<file path="src/rtl/om_blend_rmw_ctrl.sv">
// ---------------------------------------------------------------------------
// om_blend_rmw_ctrl
//   Read-modify-write front end for the OM blender. Fragments (address,
//   source colour) are accepted when the framebuffer read is issued. The
//   returning destination colour is parked in a pending FIFO. Ready
//   source/destination pairs are then fed to the 3-stage blender. The
//   blended colour is written back to the same address.
//   A request whose address matches any in-flight fragment (FIFO or blend
//   stage) is held off, which keeps RMW ordering per address.
//
// Ports
//   clk, reset          clock, synchronous active-low reset
//   req_*               fragment request (valid/ready, addr, colour)
//   mem_rd_*            framebuffer read request (valid/ready, addr)
//   mem_rsp_*           in-order read data, no backpressure
//   blend_*             blender enable, src/dst colours out, result in
//   mem_wr_*            write-back (valid/ready, addr, data)
//   busy                any FIFO entry or blend stage occupied
// ---------------------------------------------------------------------------
module om_blend_rmw_ctrl #(
  parameter int ADDRW         = 24,
  parameter int OUTSTANDING   = 4,
  parameter int BLEND_LATENCY = 3
) (
  input  logic             clk,
  input  logic             reset,
  input  logic             req_valid,
  input  logic [ADDRW-1:0] req_addr,
  input  logic [31:0]      req_color,
  output logic             req_ready,
  output logic             mem_rd_valid,
  output logic [ADDRW-1:0] mem_rd_addr,
  input  logic             mem_rd_ready,
  input  logic             mem_rsp_valid,
  input  logic [31:0]      mem_rsp_data,
  output logic             blend_enable,
  output logic [31:0]      blend_src_color,
  output logic [31:0]      blend_dst_color,
  input  logic [31:0]      blend_color_in,
  output logic             mem_wr_valid,
  output logic [ADDRW-1:0] mem_wr_addr,
  output logic [31:0]      mem_wr_data,
  input  logic             mem_wr_ready,
  output logic             busy
);

  localparam int PW = (OUTSTANDING > 1) ? $clog2(OUTSTANDING) : 1;
  localparam int CW = PW + 1;
  localparam logic [CW-1:0] LP_FULL  = CW'(OUTSTANDING);
  localparam logic [CW-1:0] LP_CONE  = CW'(1);
  localparam logic [CW-1:0] LP_CZERO = CW'(0);
  localparam logic [PW-1:0] LP_PONE  = PW'(1);

  // The pipeline below is hard-wired to three enabled stages.
  if (BLEND_LATENCY != 3) begin : g_bad_latency
    $error("om_blend_rmw_ctrl: only BLEND_LATENCY=3 is supported");
  end
  if ((OUTSTANDING < 2) || ((OUTSTANDING & (OUTSTANDING - 1)) != 0)) begin : g_bad_depth
    $error("om_blend_rmw_ctrl: OUTSTANDING must be a power of 2 and >= 2");
  end

  // Pending FIFO storage
  logic [ADDRW-1:0]       r_ent_addr [OUTSTANDING];
  logic [31:0]            r_ent_src  [OUTSTANDING];
  logic [31:0]            r_ent_dst  [OUTSTANDING];
  logic [OUTSTANDING-1:0] r_ent_rdy;
  logic [PW-1:0]          r_head;
  logic [PW-1:0]          r_tail;
  logic [CW-1:0]          r_count;

  // Blend pipeline shadow (address + valid per stage)
  logic             r_s1_valid, r_s2_valid, r_s3_valid;
  logic [ADDRW-1:0] r_s1_addr,  r_s2_addr,  r_s3_addr;

  logic [OUTSTANDING-1:0] w_ent_valid;
  logic [PW-1:0]          w_off;
  logic [PW-1:0]          w_idx;
  logic                   w_hazard;
  logic                   w_full;
  logic                   w_rsp_hit;
  logic [PW-1:0]          w_rsp_idx;
  logic                   w_head_rdy;
  logic                   w_blend_en;
  logic                   w_push;
  logic                   w_pop;

  // Entry occupancy and address hazard against registered state only
  always_comb begin
    w_ent_valid = {OUTSTANDING{1'b0}};
    w_off       = {PW{1'b0}};
    w_hazard    = 1'b0;
    for (int i = 0; i < OUTSTANDING; i++) begin
      w_off          = PW'(i) - r_head;
      w_ent_valid[i] = ({1'b0, w_off} < r_count);
      if (w_ent_valid[i] && (r_ent_addr[i] == req_addr)) begin
        w_hazard = 1'b1;
      end else begin
        w_hazard = w_hazard;
      end
    end
    w_hazard = w_hazard
             | (r_s1_valid & (r_s1_addr == req_addr))
             | (r_s2_valid & (r_s2_addr == req_addr))
             | (r_s3_valid & (r_s3_addr == req_addr));
  end

  // Response target: oldest valid entry still waiting for its read data
  always_comb begin
    w_rsp_hit = 1'b0;
    w_rsp_idx = {PW{1'b0}};
    w_idx     = {PW{1'b0}};
    for (int k = 0; k < OUTSTANDING; k++) begin
      w_idx = r_head + PW'(k);
      if (!w_rsp_hit && w_ent_valid[w_idx] && !r_ent_rdy[w_idx]) begin
        w_rsp_hit = 1'b1;
        w_rsp_idx = w_idx;
      end else begin
        w_rsp_hit = w_rsp_hit;
      end
    end
  end

  // Handshakes; everything is forced quiet while reset is low
  assign w_full     = (r_count == LP_FULL);
  assign w_head_rdy = (r_count != LP_CZERO) & r_ent_rdy[r_head];
  assign w_blend_en = reset & ~(r_s3_valid & ~mem_wr_ready);
  assign w_push     = req_valid & req_ready;
  assign w_pop      = w_blend_en & w_head_rdy;

  assign req_ready       = reset & mem_rd_ready & ~w_full & ~w_hazard;
  assign mem_rd_valid    = reset & req_valid & ~w_full & ~w_hazard;
  assign mem_rd_addr     = req_addr;
  assign blend_enable    = w_blend_en;
  assign blend_src_color = r_ent_src[r_head];
  assign blend_dst_color = r_ent_dst[r_head];
  assign mem_wr_valid    = reset & r_s3_valid;
  assign mem_wr_addr     = r_s3_addr;
  assign mem_wr_data     = blend_color_in;
  assign busy            = reset & ((r_count != LP_CZERO) | r_s1_valid | r_s2_valid | r_s3_valid);

  // FIFO pointers and occupancy count
  always_ff @(posedge clk) begin
    if (!reset) begin
      r_head  <= {PW{1'b0}};
      r_tail  <= {PW{1'b0}};
      r_count <= LP_CZERO;
    end else begin
      if (w_push) begin
        r_tail <= r_tail + LP_PONE;
      end
      if (w_pop) begin
        r_head <= r_head + LP_PONE;
      end
      case ({w_push, w_pop})
        2'b10:   r_count <= r_count + LP_CONE;
        2'b01:   r_count <= r_count - LP_CONE;
        default: r_count <= r_count;
      endcase
    end
  end

  // FIFO payload: address/source on push, destination on response
  always_ff @(posedge clk) begin
    if (w_push) begin
      r_ent_addr[r_tail] <= req_addr;
      r_ent_src[r_tail]  <= req_color;
    end
    if (reset && mem_rsp_valid && w_rsp_hit) begin
      r_ent_dst[w_rsp_idx] <= mem_rsp_data;
    end
  end

  // Per-entry ready bits; a response with no waiting entry is dropped
  always_ff @(posedge clk) begin
    if (!reset) begin
      r_ent_rdy <= {OUTSTANDING{1'b0}};
    end else begin
      if (w_push) begin
        r_ent_rdy[r_tail] <= 1'b0;
      end
      if (mem_rsp_valid && w_rsp_hit) begin
        r_ent_rdy[w_rsp_idx] <= 1'b1;
      end
    end
  end

  // Blend pipeline shadow; head enters s1 only once its data is back
  always_ff @(posedge clk) begin
    if (!reset) begin
      r_s1_valid <= 1'b0;
      r_s2_valid <= 1'b0;
      r_s3_valid <= 1'b0;
    end else if (w_blend_en) begin
      r_s1_valid <= w_head_rdy;
      r_s1_addr  <= r_ent_addr[r_head];
      r_s2_valid <= r_s1_valid;
      r_s2_addr  <= r_s1_addr;
      r_s3_valid <= r_s2_valid;
      r_s3_addr  <= r_s2_addr;
    end
  end

  om_blend_rmw_ctrl_chk #(.CW(CW), .OUTSTANDING(OUTSTANDING)) u_chk (
    .i_clk       (clk),
    .i_reset     (reset),
    .i_rsp_valid (mem_rsp_valid),
    .i_rsp_hit   (w_rsp_hit),
    .i_count     (r_count)
  );

endmodule

// ---------------------------------------------------------------------------
// om_blend_rmw_ctrl_chk
//   Protocol checks for om_blend_rmw_ctrl.
// Ports
//   i_clk, i_reset   clock and active-low reset of the controller
//   i_rsp_valid      memory response strobe
//   i_rsp_hit        an entry is waiting for that response
//   i_count          FIFO occupancy
// ---------------------------------------------------------------------------
module om_blend_rmw_ctrl_chk #(
  parameter int CW          = 3,
  parameter int OUTSTANDING = 4
) (
  input logic          i_clk,
  input logic          i_reset,
  input logic          i_rsp_valid,
  input logic          i_rsp_hit,
  input logic [CW-1:0] i_count
);

  // Responses must always have an outstanding read; count must not overflow
  always @(posedge i_clk) begin
    if (i_reset) begin
      a_rsp_has_target: assert (!i_rsp_valid || i_rsp_hit)
        else $error("om_blend_rmw_ctrl: mem_rsp_valid with no outstanding read");
      a_count_bound: assert (i_count <= CW'(OUTSTANDING))
        else $error("om_blend_rmw_ctrl: FIFO count overflow");
    end
  end

endmodule

</file>
<file path="config.mk">
export PLATFORM = sky130hd
export DESIGN_NAME = om_blend_rmw_ctrl
export DESIGN_NICKNAME = d
export VERILOG_FILES = /design/src/rtl/om_blend_rmw_ctrl.sv
export SDC_FILE = /design/constraint.sdc
export NUM_CORES = 1
export LEC_CHECK = 0
export ABC_AREA = 1
export CAP_MARGIN = 20
export CORE_ASPECT_RATIO = 0.9
export CORE_MARGIN = 1.5
export CORE_UTILIZATION = 45
export CTS_CLUSTER_SIZE = 8
export DETAILED_ROUTE_END_ITERATION = 10
export HOLD_SLACK_MARGIN = 0.15
export PLACE_DENSITY = 0.72
export SLEW_MARGIN = 10
export SYNTH_ARGS = -nofsm -noshare
export SYNTH_HDL_FRONTEND = slang
export SYNTH_SLANG_ARGS = --single-unit
</file>
<file path="constraint.sdc">
create_clock -name clk -period 7.7 [get_ports clk]
set_input_delay 1.155 -clock clk [delete_from_list [all_inputs] [get_ports clk]]
set_output_delay 1.155 -clock clk [all_outputs]
set_load 0.03 [all_outputs]
</file>
# ---- Word-level counts from Yosys, hierarchy flattened
# Memories as Yosys holds them, arrays and structs flattened. A register that Yosys moved wholly into a read port is not among the register bits.
# Index checks and enable logic that the tools add are counted.
dict set report classes {
  n_addsub 10
  order_cmp 12
  n_eq_ne 10
  muxes 44
  bitwise 29
  reduce_logical 26
}
# operator count
set op_table {}
lappend op_table {{24-bit equality test} 7}
lappend op_table {{1-bit 2-to-1 mux} 22}
lappend op_table {{2-bit by 3-bit less-than comparator with 1-bit output, second input constant} 6}
lappend op_table {{1-bit bitwise AND} 16}
lappend op_table {{1-bit binary-select mux with 2-bit select} 8}
lappend op_table {{1-bit logical AND} 16}
lappend op_table {{2-bit 2-to-1 mux} 8}
lappend op_table {{2-bit by 3-bit less-than comparator with 1-bit output} 4}
lappend op_table {{4-bit 2-to-1 mux} 3}
lappend op_table {{1-bit zero test} 7}
lappend op_table {{1-bit OR} 6}
lappend op_table {{3-bit one-hot mux with 2 select lines} 1}
lappend op_table {{2-bit by 1-bit adder with 2-bit output, second input constant} 2}
lappend op_table {{2-bit adder, second input constant} 2}
lappend op_table {{4-bit bitwise AND} 1}
lappend op_table {{1-bit demux with 2-bit select} 2}
lappend op_table {{2-bit by 1-bit >= comparator with 1-bit output, second input constant} 2}
lappend op_table {{1-bit inverter} 4}
lappend op_table {{4-bit inverter} 1}
lappend op_table {{4-bit OR} 1}
lappend op_table {{1-bit by 2-bit subtractor with 2-bit output, first input constant} 2}
lappend op_table {{2-bit subtractor, first input constant} 2}
lappend op_table {{3-bit by 1-bit adder with 3-bit output, second input constant} 1}
lappend op_table {{3-bit equality test, second input constant} 1}
lappend op_table {{6 further kinds} 6}
dict set report totals {
  register_bits 62
  ramBits 352
  input_bits 126
  output_inout_bits 149
  word_cells 143
  n_memories 3
}
# memory depth word_bits read_ports rd_ports_with_merged_regs wr line_no
set mem_list {}
lappend mem_list {r_ent_dst 4 32 1 1 1 65} ;# logic [31:0] r_ent_dst [OUTSTANDING];
lappend mem_list {r_ent_src 4 32 1 1 1 64} ;# logic [31:0] r_ent_src [OUTSTANDING];
lappend mem_list {r_ent_addr 4 24 5 1 1 63} ;# logic [ADDRW-1:0] r_ent_addr [OUTSTANDING];

# ---- Depth between registers and ports, before layout
# Gate-level depths: netlist of run 1.
dict set report logic_depth {
  depth_word 24
  depth_mapped 23
  mapped_depth_nobuf 23
}

# ---- Worst setup path after synthesis of run 1
# OpenSTA, ideal clock, no wires.
dict set report synth_path {
  path_kind {in2reg}
  startpoint {input port reset}
  endpoint {register r_count[2]}
  arrival_time_ns 6.367
  t_required_ns 7.577
  setup_slack_ns 1.210
  stages 11
  path_buffers 0
  path_cell_list {inv_1 > nor2_1 > inv_1 > nor3_1 > ha_1 > inv_1 > fa_1 > a21oi_1 > o21ai_0 > o21ai_0 > a21oi_1}
}
# element line_no
set synth_rtl {}
lappend synth_rtl {{start, declared} 26} ;# input logic reset,
lappend synth_rtl {{1-bit bitwise AND *} 126} ;# assign w_blend_en = reset & ~(r_s3_valid & ~mem_wr_ready);
lappend synth_rtl {{named net blend_enable} 36} ;# output logic blend_enable,
lappend synth_rtl {{1-bit bitwise AND *} 128} ;# assign w_pop = w_blend_en & w_head_rdy;
lappend synth_rtl {{named net w_pop} 85} ;# logic w_pop;
lappend synth_rtl {{2-bit by 1-bit equality test with 1-bit output / 2-bit equality test (equally long branches)} 154} ;# case ({w_push, w_pop})
lappend synth_rtl {{3-bit one-hot mux with 2 select lines / 2-bit nonzero test (equally long branches)} -}
lappend synth_rtl {{end signal, assigned} 155} ;# 2'b10: r_count <= r_count + LP_CONE;
lappend synth_rtl {{end signal, assigned} 156} ;# 2'b01: r_count <= r_count - LP_CONE;
lappend synth_rtl {{end signal, assigned} 157} ;# default: r_count <= r_count;
lappend synth_rtl {{end, declared} 69} ;# logic [CW-1:0] r_count;
# The timed path passes the listed nets; every way through them passes the cells marked *.
# A chain may end at the register's enable or synchronous reset.

# ---- Final worst setup path of run 1
dict set report layout_path {
  startpoint {register r_head[0]}
  endpoint {output port mem_rd_valid}
}
dict set report layout_via {
  elab_chain_cells 12
}
# element line_no
set layout_rtl {}
lappend layout_rtl {{start, declared} 67} ;# logic [PW-1:0] r_head;
lappend layout_rtl {{start signal, assigned} 144} ;# r_head <= {PW{1'b0}};
lappend layout_rtl {{start signal, assigned} 152} ;# r_head <= r_head + LP_PONE;
lappend layout_rtl {{1-bit by 2-bit subtractor with 2-bit output} 93} ;# w_off = PW'(i) - r_head;
lappend layout_rtl {{2-bit by 3-bit less-than comparator with 1-bit output} 94} ;# w_ent_valid[i] = ({1'b0, w_off} < r_count);
lappend layout_rtl {{1-bit logical AND} 95} ;# if (w_ent_valid[i] && (r_ent_addr[i] == req_addr)) begin
lappend layout_rtl {{1-bit 2-to-1 mux (3 in series)} 95}
lappend layout_rtl {{1-bit 2-to-1 mux *} 95}
lappend layout_rtl {{1-bit OR *} 102} ;# | (r_s1_valid & (r_s1_addr == req_addr))
lappend layout_rtl {{1-bit OR *} 103} ;# | (r_s2_valid & (r_s2_addr == req_addr))
lappend layout_rtl {{1-bit OR *} 104} ;# | (r_s3_valid & (r_s3_addr == req_addr));
lappend layout_rtl {{1-bit inverter *} 131} ;# assign mem_rd_valid = reset & req_valid & ~w_full & ~w_hazard;
lappend layout_rtl {{1-bit bitwise AND *} 131}
lappend layout_rtl {{end, declared} 31} ;# output logic mem_rd_valid,
# Every way passes the cells marked *; elsewhere a longest branch is shown, timed or not.

==> results by group, run 1 <==
STA
  • RSZ-0062 raised after global routing: false
  • Skew final: roughly 0.061 ns
  • Worst Tran Pin Value: roughly 1.1 ns
  • Final count of negative-setup-slack endpoints: 0
  • Hold slack final: ~0.45 ns
  • Min cycle time layout: ~5.5 ns
  • Fin. max-slew vios: 0
  • Worst slew margin: 0.278
  • Hold Vio Cnt, Final: 0
  • Max frequency: ~0.18 GHz
  • Setup TNS: 0 ns
  • Final Cycle Share: 0.718

Detailed routing
  • Pre-antenna DRT Iters: 6
  • WL/cell: 21.1 microns
  • Post-route ant nets: 0
  • Vias: between 10000 and 15000
  • Drt initial violations: between 1000 and 1500
  • Post-route DRC: 0
  • Wirelength, routed: approximately 54000 microns
  • Avg Vias per Cell: approximately 5.5

Logic synthesis
  • Yosys reg bits: 440
  • Synthesized area: 19800 sq um
  • Post-synthesis sequential area ratio: 0.660
  • Mean Syn Cell Area: ~11 sq um
  • Number of flops mapped to enable cells by yosys: around 420
  • Yosys Warn Count: 0
  • Ys flop type: edfxtp_1
  • Cells after Synth: 1852
  • Synth unique cells: 40
  • Net Count, Synth: about 2000
  • Ys async rst share: 0

GRT
  • GR Util All Layers: 0.241
  • Vias in the first global route: ~14000
  • Pin count of the biggest net entering global routing: slightly above 90
  • First-pass GRT wire length: 81900 microns
  • Overflow after GRT: 0
  • Antenna violations before repair: 5

CTS
  • Clk sinks: 440
  • CTS H-tree depth: 2
  • Post-CTS Resized: 0
  • Hold-fix buffers at CTS: 0
  • Clock Path Buffers: 3
  • Setup Buffers After CTS: 0
  • CTS root buf: clkbuf_16
  • Num CTS Buffers: 61
  • Clk_lat worst skew: between 0.6 and 0.7 ns
  • CTS tree: built
  • Reg clk slew, reported paths: around 0.050 ns

Setup path
  • CP max-delay cell: dfxtp_1
  • WS Path Type: register to output port
  • WP buf/inv: 2
  • Critical Path AT: between 4 and 5 ns
  • WP data required: between 6 and 7 ns
  • R2R Path Start: r_head[0]$_SDFFE_PN0P_
  • Worst setup EP type: output port
  • Setup crit start: r_head[0]$_SDFFE_PN0P_
  • CP Cell Sequence: nand2_1 -> nand2_2 -> inv_2 -> ha_1 -> nand3_1 -> nand2_1 -> nor2_1 -> nand2_1 -> nor2_1 -> nand2_1 -> nand2_1 -> nor2_1 -> nand3_1 -> nor3_1 -> clkdlybuf4s50_1
  • Type of origin of the critical path: register
  • Crit-path max cell delay: 0.97 ns
  • CP most frequent cell: nand2_1
  • Worst path top cell family by delay: simple AND/OR/NAND/NOR gates
  • CP Max Fanout: 17

Power and ir drop
  • Peak supply drop: approximately 0.00023 V
  • Pwr Density: 236 nW/um^2
  • Lkg Pwr: between 8 and 9 nW
  • Power Total: about 5.6 mW

Finish
  • Layout area overhead: 19.4%
  • Nets: about 2100
  • Final non-filler cell total: 2572
  • Fraction of layout cells with a size suffix above 1: 0.0566

Place
  • Gpl congestion: ~0.97
  • PortBufs: between 200 and 250
  • Inst Count DP: roughly 2500
  • DPL Wire Length: approximately 36000 microns

Floorplanning
  • Die height: between 200 and 250 microns
  • Number of placed I/O pins: 275
  • Die ar.: about 45000 sq um
  • Std cell rows: between 70 and 80
  • Initial core utilization: 0.459
  • Placeable Area: 43200 sq um
  • Die X: ~220 microns

Job
  • Max-cap violations: 0

Status
  • Status: finished clean

Hold path
  • Worst min path class: register to register
  • Hold path startpoint: r_s2_addr[17]$_DFFE_PP_
[registers in the layout, summed over array words and instances, names as in the netlist, named ones only]
signal,count
r_ent_addr,96
r_count,3
r_s1_valid,1
r_s2_addr,24
r_ent_src,128
r_tail,2
r_head,2
r_s1_addr,24
r_ent_dst,128
mem_wr_addr,24
r_s3_valid,1
r_ent_rdy,4
r_s2_valid,1
[cells by family after synthesis]
family	after synthesis	share of synthesized area
buf+inv	304	0.0707
fa+ha+maj	10	0.00670
compound gates	266	0.0761
flops	440	0.660
simple gates	761	0.155
xor+xnor	71	0.0314
[stage by stage]
| step | utilization | setup slack [ns] | instance area (sq um) |
|---|---|---|---|
| global route | 0.548 | 1.96 | 23600 |
| detailed placement | 0.508 | 2.40 | 21900 |
| finish | 0.548 | 2.17 | 23600 |
| global placement | 0.508 | 2.39 | 21900 |
| CTS | 0.547 | 2.14 | 23600 |
| floorplan | - | 1.21 | 19800 |
[power by group]
part	total (mW)	internal, mW	switching [mW]
clock network	2.40	1.44	0.953
logic	0.464	0.169	0.295
registers	2.72	2.69	0.0344
[cells in the final DEF (no fill, tap or decap), types with 2 or more instances in the layout]
cell type | netlist | routed
o22ai_1 | 64 | 64
a21oi_1 | 13 | 13
clkinv_1 | 1 | 4
edfxtp_1 | 424 | 424
o211ai_1 | 5 | 5
dfxtp_1 | 16 | 13
clkdlybuf4s50_1 | 0 | 210
nor2_2 | 3 | 3
or2_2 | 3 | 3
nor3_1 | 6 | 6
buf_4 | 59 | 16
nand2_2 | 4 | 4
o21ai_1 | 4 | 4
clkbuf_1 | 52 | 8
nand2b_1 | 2 | 2
ha_1 | 9 | 9
o21ai_0 | 151 | 151
inv_2 | 6 | 11
dfxtp_2 | 0 | 2
xor2_1 | 13 | 13
nand2_1 | 381 | 381
clkbuf_16 | 0 | 61
a22oi_1 | 24 | 24
xnor2_1 | 58 | 58
nand4_1 | 16 | 16
nor2_1 | 247 | 246
inv_1 | 159 | 150
diode_2 | 0 | 2
nand3_1 | 94 | 94
nor2_4 | 1 | 2
[final timing paths]
path | endpoint | slack [ns] | depth (start not counted)
worst min-delay path | mem_wr_addr[17]$_DFFE_PP_ | 0.45 | 0
worst max register to register | r_ent_src[2][12]$_DFFE_PP_ | 3.01 | 15
worst min register to register | mem_wr_addr[17]$_DFFE_PP_ | 0.45 | 0
worst max-delay path | mem_rd_valid | 2.17 | 15
[metal layers]
layer  global-route usage  wire, microns  up-vias
li1                     -              -     6540
met2                0.370          24600      601
met4               0.0987           2000        8
met5                    0             58        -
met3               0.0667           4960      139
met1                0.324          22800     6775
[final cells by class]
type,count,area [sq um]
antenna,2,5.00
clock buffer,70,1570
clock inverter,4,96.3
fill,3564,19500
inverter,166,624
multi-input combinational,1108,5340
sequential,440,13100
tap,555,694
timing repair buffer,227,2240
[cells in the mapped netlist (6+ instances only)]
cell type / number / share of area
edfxtp_1: 424 / 0.64
nand2_1: 381 / 0.072
nor2_1: 247 / 0.047
inv_1: 159 / 0.030
o21ai_0: 151 / 0.038
nand3_1: 94 / 0.024
o22ai_1: 64 / 0.020
buf_4: 59 / 0.022
xnor2_1: 58 / 0.026
clkbuf_1: 52 / 0.0099
a22oi_1: 24 / 0.0091
buf_2: 21 / 0.0053
dfxtp_1: 16 / 0.016
nand4_1: 16 / 0.0051
a21oi_1: 13 / 0.0033
xor2_1: 13 / 0.0058
ha_1: 9 / 0.0057
inv_2: 6 / 0.0011
nor3_1: 6 / 0.0015
[worst reg2reg max path: stages, from the launching register on]
cell and delay (ns):
dfxtp_1 0.97, nand2_1 0.41, nand2_2 0.28, inv_2 0.08
ha_1 0.28, nand3_1 0.09, nand2_1 0.15, nor2_1 0.08
nand2_1 0.09, nor2_1 0.05, nor2_1 0.11, nand2_1 0.12
nor2_2 0.22, nand4_1 0.17, inv_2 0.79, buf_4 0.50
Note: power is estimated with default switching activity, not from simulation.
==> run 2, diff against run 1 <==
--- a/config.mk
+++ b/config.mk
@@ -13,7 +13,7 @@
 export CTS_CLUSTER_SIZE = 8
 export DETAILED_ROUTE_END_ITERATION = 10
 export HOLD_SLACK_MARGIN = 0.15
-export PLACE_DENSITY = 0.72
+export PLACE_DENSITY = 0.74
 export SLEW_MARGIN = 10
 export SYNTH_ARGS = -nofsm -noshare
 export SYNTH_HDL_FRONTEND = slang
==> constraint.sdc (replaced) <==
create_clock -name clk -period 4.4 [get_ports clk]
set_input_delay 0.66 -clock clk [delete_from_list [all_inputs] [get_ports clk]]
set_output_delay 0.66 -clock clk [all_outputs]
set_load 0.03 [all_outputs]
==> run 2 against run 1 <==
Combinational power is 80% higher. Via count rose by 0.97%. Setup slack lost 1.8 ns. Routed wire length up 0.33%. Worst hold slack lost 0.016 ns. First-iteration DRC count is 5.1% higher. Cell count increased by 1.6%. Clock power grew 80%. Clock skew is 0.016 ns higher. Critical path type unchanged. Critical endpoint unchanged.
==> results by group, run 2 (synthesis gave the netlist of run 1 again) <==
STA
  • RSZ-0062 raised after global routing: false
  • Hold Vio Cnt, Final: 0 (unchanged)
  • Fin. max-slew vios: 0 (unchanged)
  • Final Cycle Share: 0.913
  • Setup TNS: 0 ns (unchanged)
  • Worst Tran Pin Value: 1.02 ns (-0.0625 ns)
  • Skew final: 0.0772 ns (+0.0163 ns)
  • Worst slew margin: 0.322 (+0.0443)
  • Max frequency: around 0.25 GHz
  • Final count of negative-setup-slack endpoints: 0 (unchanged)
  • Min cycle time layout: around 4 ns

CTS
  • CTS H-tree depth: 2 (unchanged)
  • Clk sinks: 440 (unchanged)
  • CTS root buf: clkbuf_16
  • Reg clk slew, reported paths: 0.05 ns (about the same)
  • Hold-fix buffers at CTS: 0 (unchanged)
  • Num CTS Buffers: 61 (unchanged)
  • Clk_lat worst skew: 0.65 ns (+0.02 ns)
  • Setup Buffers After CTS: 0 (unchanged)
  • CTS tree: built
  • Clock Path Buffers: 3 (unchanged)

GRT
  • First-pass GRT wire length: 82000 microns (+0.13%)
  • Vias in the first global route: 13900 (-0.35%)
  • Antenna violations before repair: 7 (+2)
  • Overflow after GRT: 0 (unchanged)
  • GR Util All Layers: 0.239 (-0.00133)
  • Pin count of the biggest net entering global routing: 125 (+37%)

Setup path
  • Critical Path AT: 3.36 ns (-1.01 ns)
  • CP Max Fanout: 26 (+9)
  • WS Path Type: register to output port
  • WP data required: 3.74 ns (-2.81 ns)
  • Type of origin of the critical path: register
  • Worst setup EP type: output port

Floorplanning
  • Die X: 224 microns (unchanged)
  • Std cell rows: 72 (unchanged)
  • Placeable Area: 43200 sq um (unchanged)
  • Die ar.: 45200 sq um (unchanged)
  • Die height: 202 microns (unchanged)
  • Initial core utilization: 0.459 (unchanged)
  • Number of placed I/O pins: 275 (unchanged)

Hold path
  • Worst min path class: register to register

Power and ir drop
  • Power Total: 9.92 mW (+78%)
  • Lkg Pwr: 9.05 nW (+2.1%)
  • Pwr Density: 415 nW/um^2 (+76%)
  • Peak supply drop: 0.000338 V (+47%)

Detailed routing
  • Avg Vias per Cell: 5.43 (-0.66%)
  • Pre-antenna DRT Iters: 5 (-1)
  • Drt initial violations: 1563 (+5.1%)
  • WL/cell: 20.9 microns (-1.3%)
  • Post-route DRC: 0 (unchanged)
  • Vias: 14200 (+0.97%)
  • Wirelength, routed: 54600 microns (+0.33%)
  • Post-route ant nets: 0 (unchanged)

Finish
  • Nets: 2165 (+1.2%)
  • Layout area overhead: 21.0%
  • Most common cell after layout, fill and taps aside: edfxtp_1
  • Fraction of layout cells with a size suffix above 1: 0.0681 (+0.0115)
  • Regs by FF count: r_ent_dst x128, r_ent_src x128, r_ent_addr x96
  • FILL cells: 3515 (-1.4%)
  • Most frequent cells in the layout: edfxtp_1 (424), nand2_1 (381), nor2_1 (246)

Place
  • PortBufs: 210 (unchanged)
  • DPL Wire Length: 36000 microns (+0.64%)
  • Gpl congestion: 0.950 (-2.0%)

Status
  • Status: finished clean

Job
  • Max-cap violations: 0 (unchanged)
==> run 2: through the flow <==
step / cells / area, sq um / util / hold slack, ns / worst slack [ns]
3_5_place_dp: 2521 / 22200 / 0.514 / 0.441 / 0.318
3_3_place_gp: 2521 / 22200 / 0.514 / 0.436 / 0.349
2_1_floorplan: 1852 / 19800 / - / 0.426 / 0.744
6_report: 2614 / 23900 / 0.555 / 0.437 / 0.383
4_1_cts: 2611 / 23900 / 0.554 / 0.427 / 0.109
5_1_grt: 2612 / 23900 / 0.555 / 0.447 / 0.226
==> run 2: what timing repair did <==
action,4_1_cts,5_1_grt
hold endpoints to repair,0,0
gates resized for setup,0,1
endpoints found under the setup margin,0,1
==> run 2: worst paths after layout <==
path	start	end	slack [ns]	cells past startpoint
setup / recovery	r_head[1]$_SDFFE_PN0P_	mem_rd_valid	0.38	15
hold reg to reg	r_s1_addr[7]$_DFFE_PP_	r_s2_addr[7]$_DFFE_PP_	0.44	0
hold / removal	r_s1_addr[7]$_DFFE_PP_	r_s2_addr[7]$_DFFE_PP_	0.44	0
setup reg to reg	r_head[1]$_SDFFE_PN0P_	r_count[2]$_SDFFE_PN0P_	0.85	22
==> run 2: layer usage <==
layer	vias to the layer above	track usage	share of wire
met3	112	0.0590	0.092
met1	6852	0.322	0.41
li1	6603	-	-
met2	624	0.380	0.46
met5	-	0	0.00090
met4	8	0.0830	0.029
==> run 2: where the power goes <==
part | switching (mW) | total, mW | internal, mW | leakage (nW)
Clock | 1.70 | 4.33 | 2.63 | 0.836
Sequential | 0.0565 | 4.76 | 4.70 | 4.01
Combinational | 0.525 | 0.837 | 0.312 | 4.20
Total | 2.29 | 9.92 | 7.64 | 9.05
==> run 2: worst max-delay path, cell delays in order, from the launching register on <==
cell	delay [ns]
dfxtp_4	0.55
nand2_1	0.20
nand2_2	0.23
inv_2	0.08
ha_1	0.28
nand3_1	0.09
nand2_1	0.18
nor2_1	0.10
nand2_1	0.06
nor2_1	0.04
nand2_1	0.06
nand2_1	0.05
nor2_1	0.11
nand3_1	0.15
nor3_1	0.42
buf_12	0.19
==> run 2: area by class of cell <==
class | count | area [sq um] | share of cell area
Antenna cell | 3 | 7.51 | 0.000314
Clock buffer | 85 | 1620 | 0.0675
Clock inverter | 5 | 126 | 0.00528
Inverter | 166 | 624 | 0.0261
Multi-Input combinational cell | 1108 | 5340 | 0.223
Sequential cell | 440 | 13100 | 0.546
Tap cell | 555 | 694 | 0.0290
Timing Repair Buffer | 252 | 2460 | 0.103
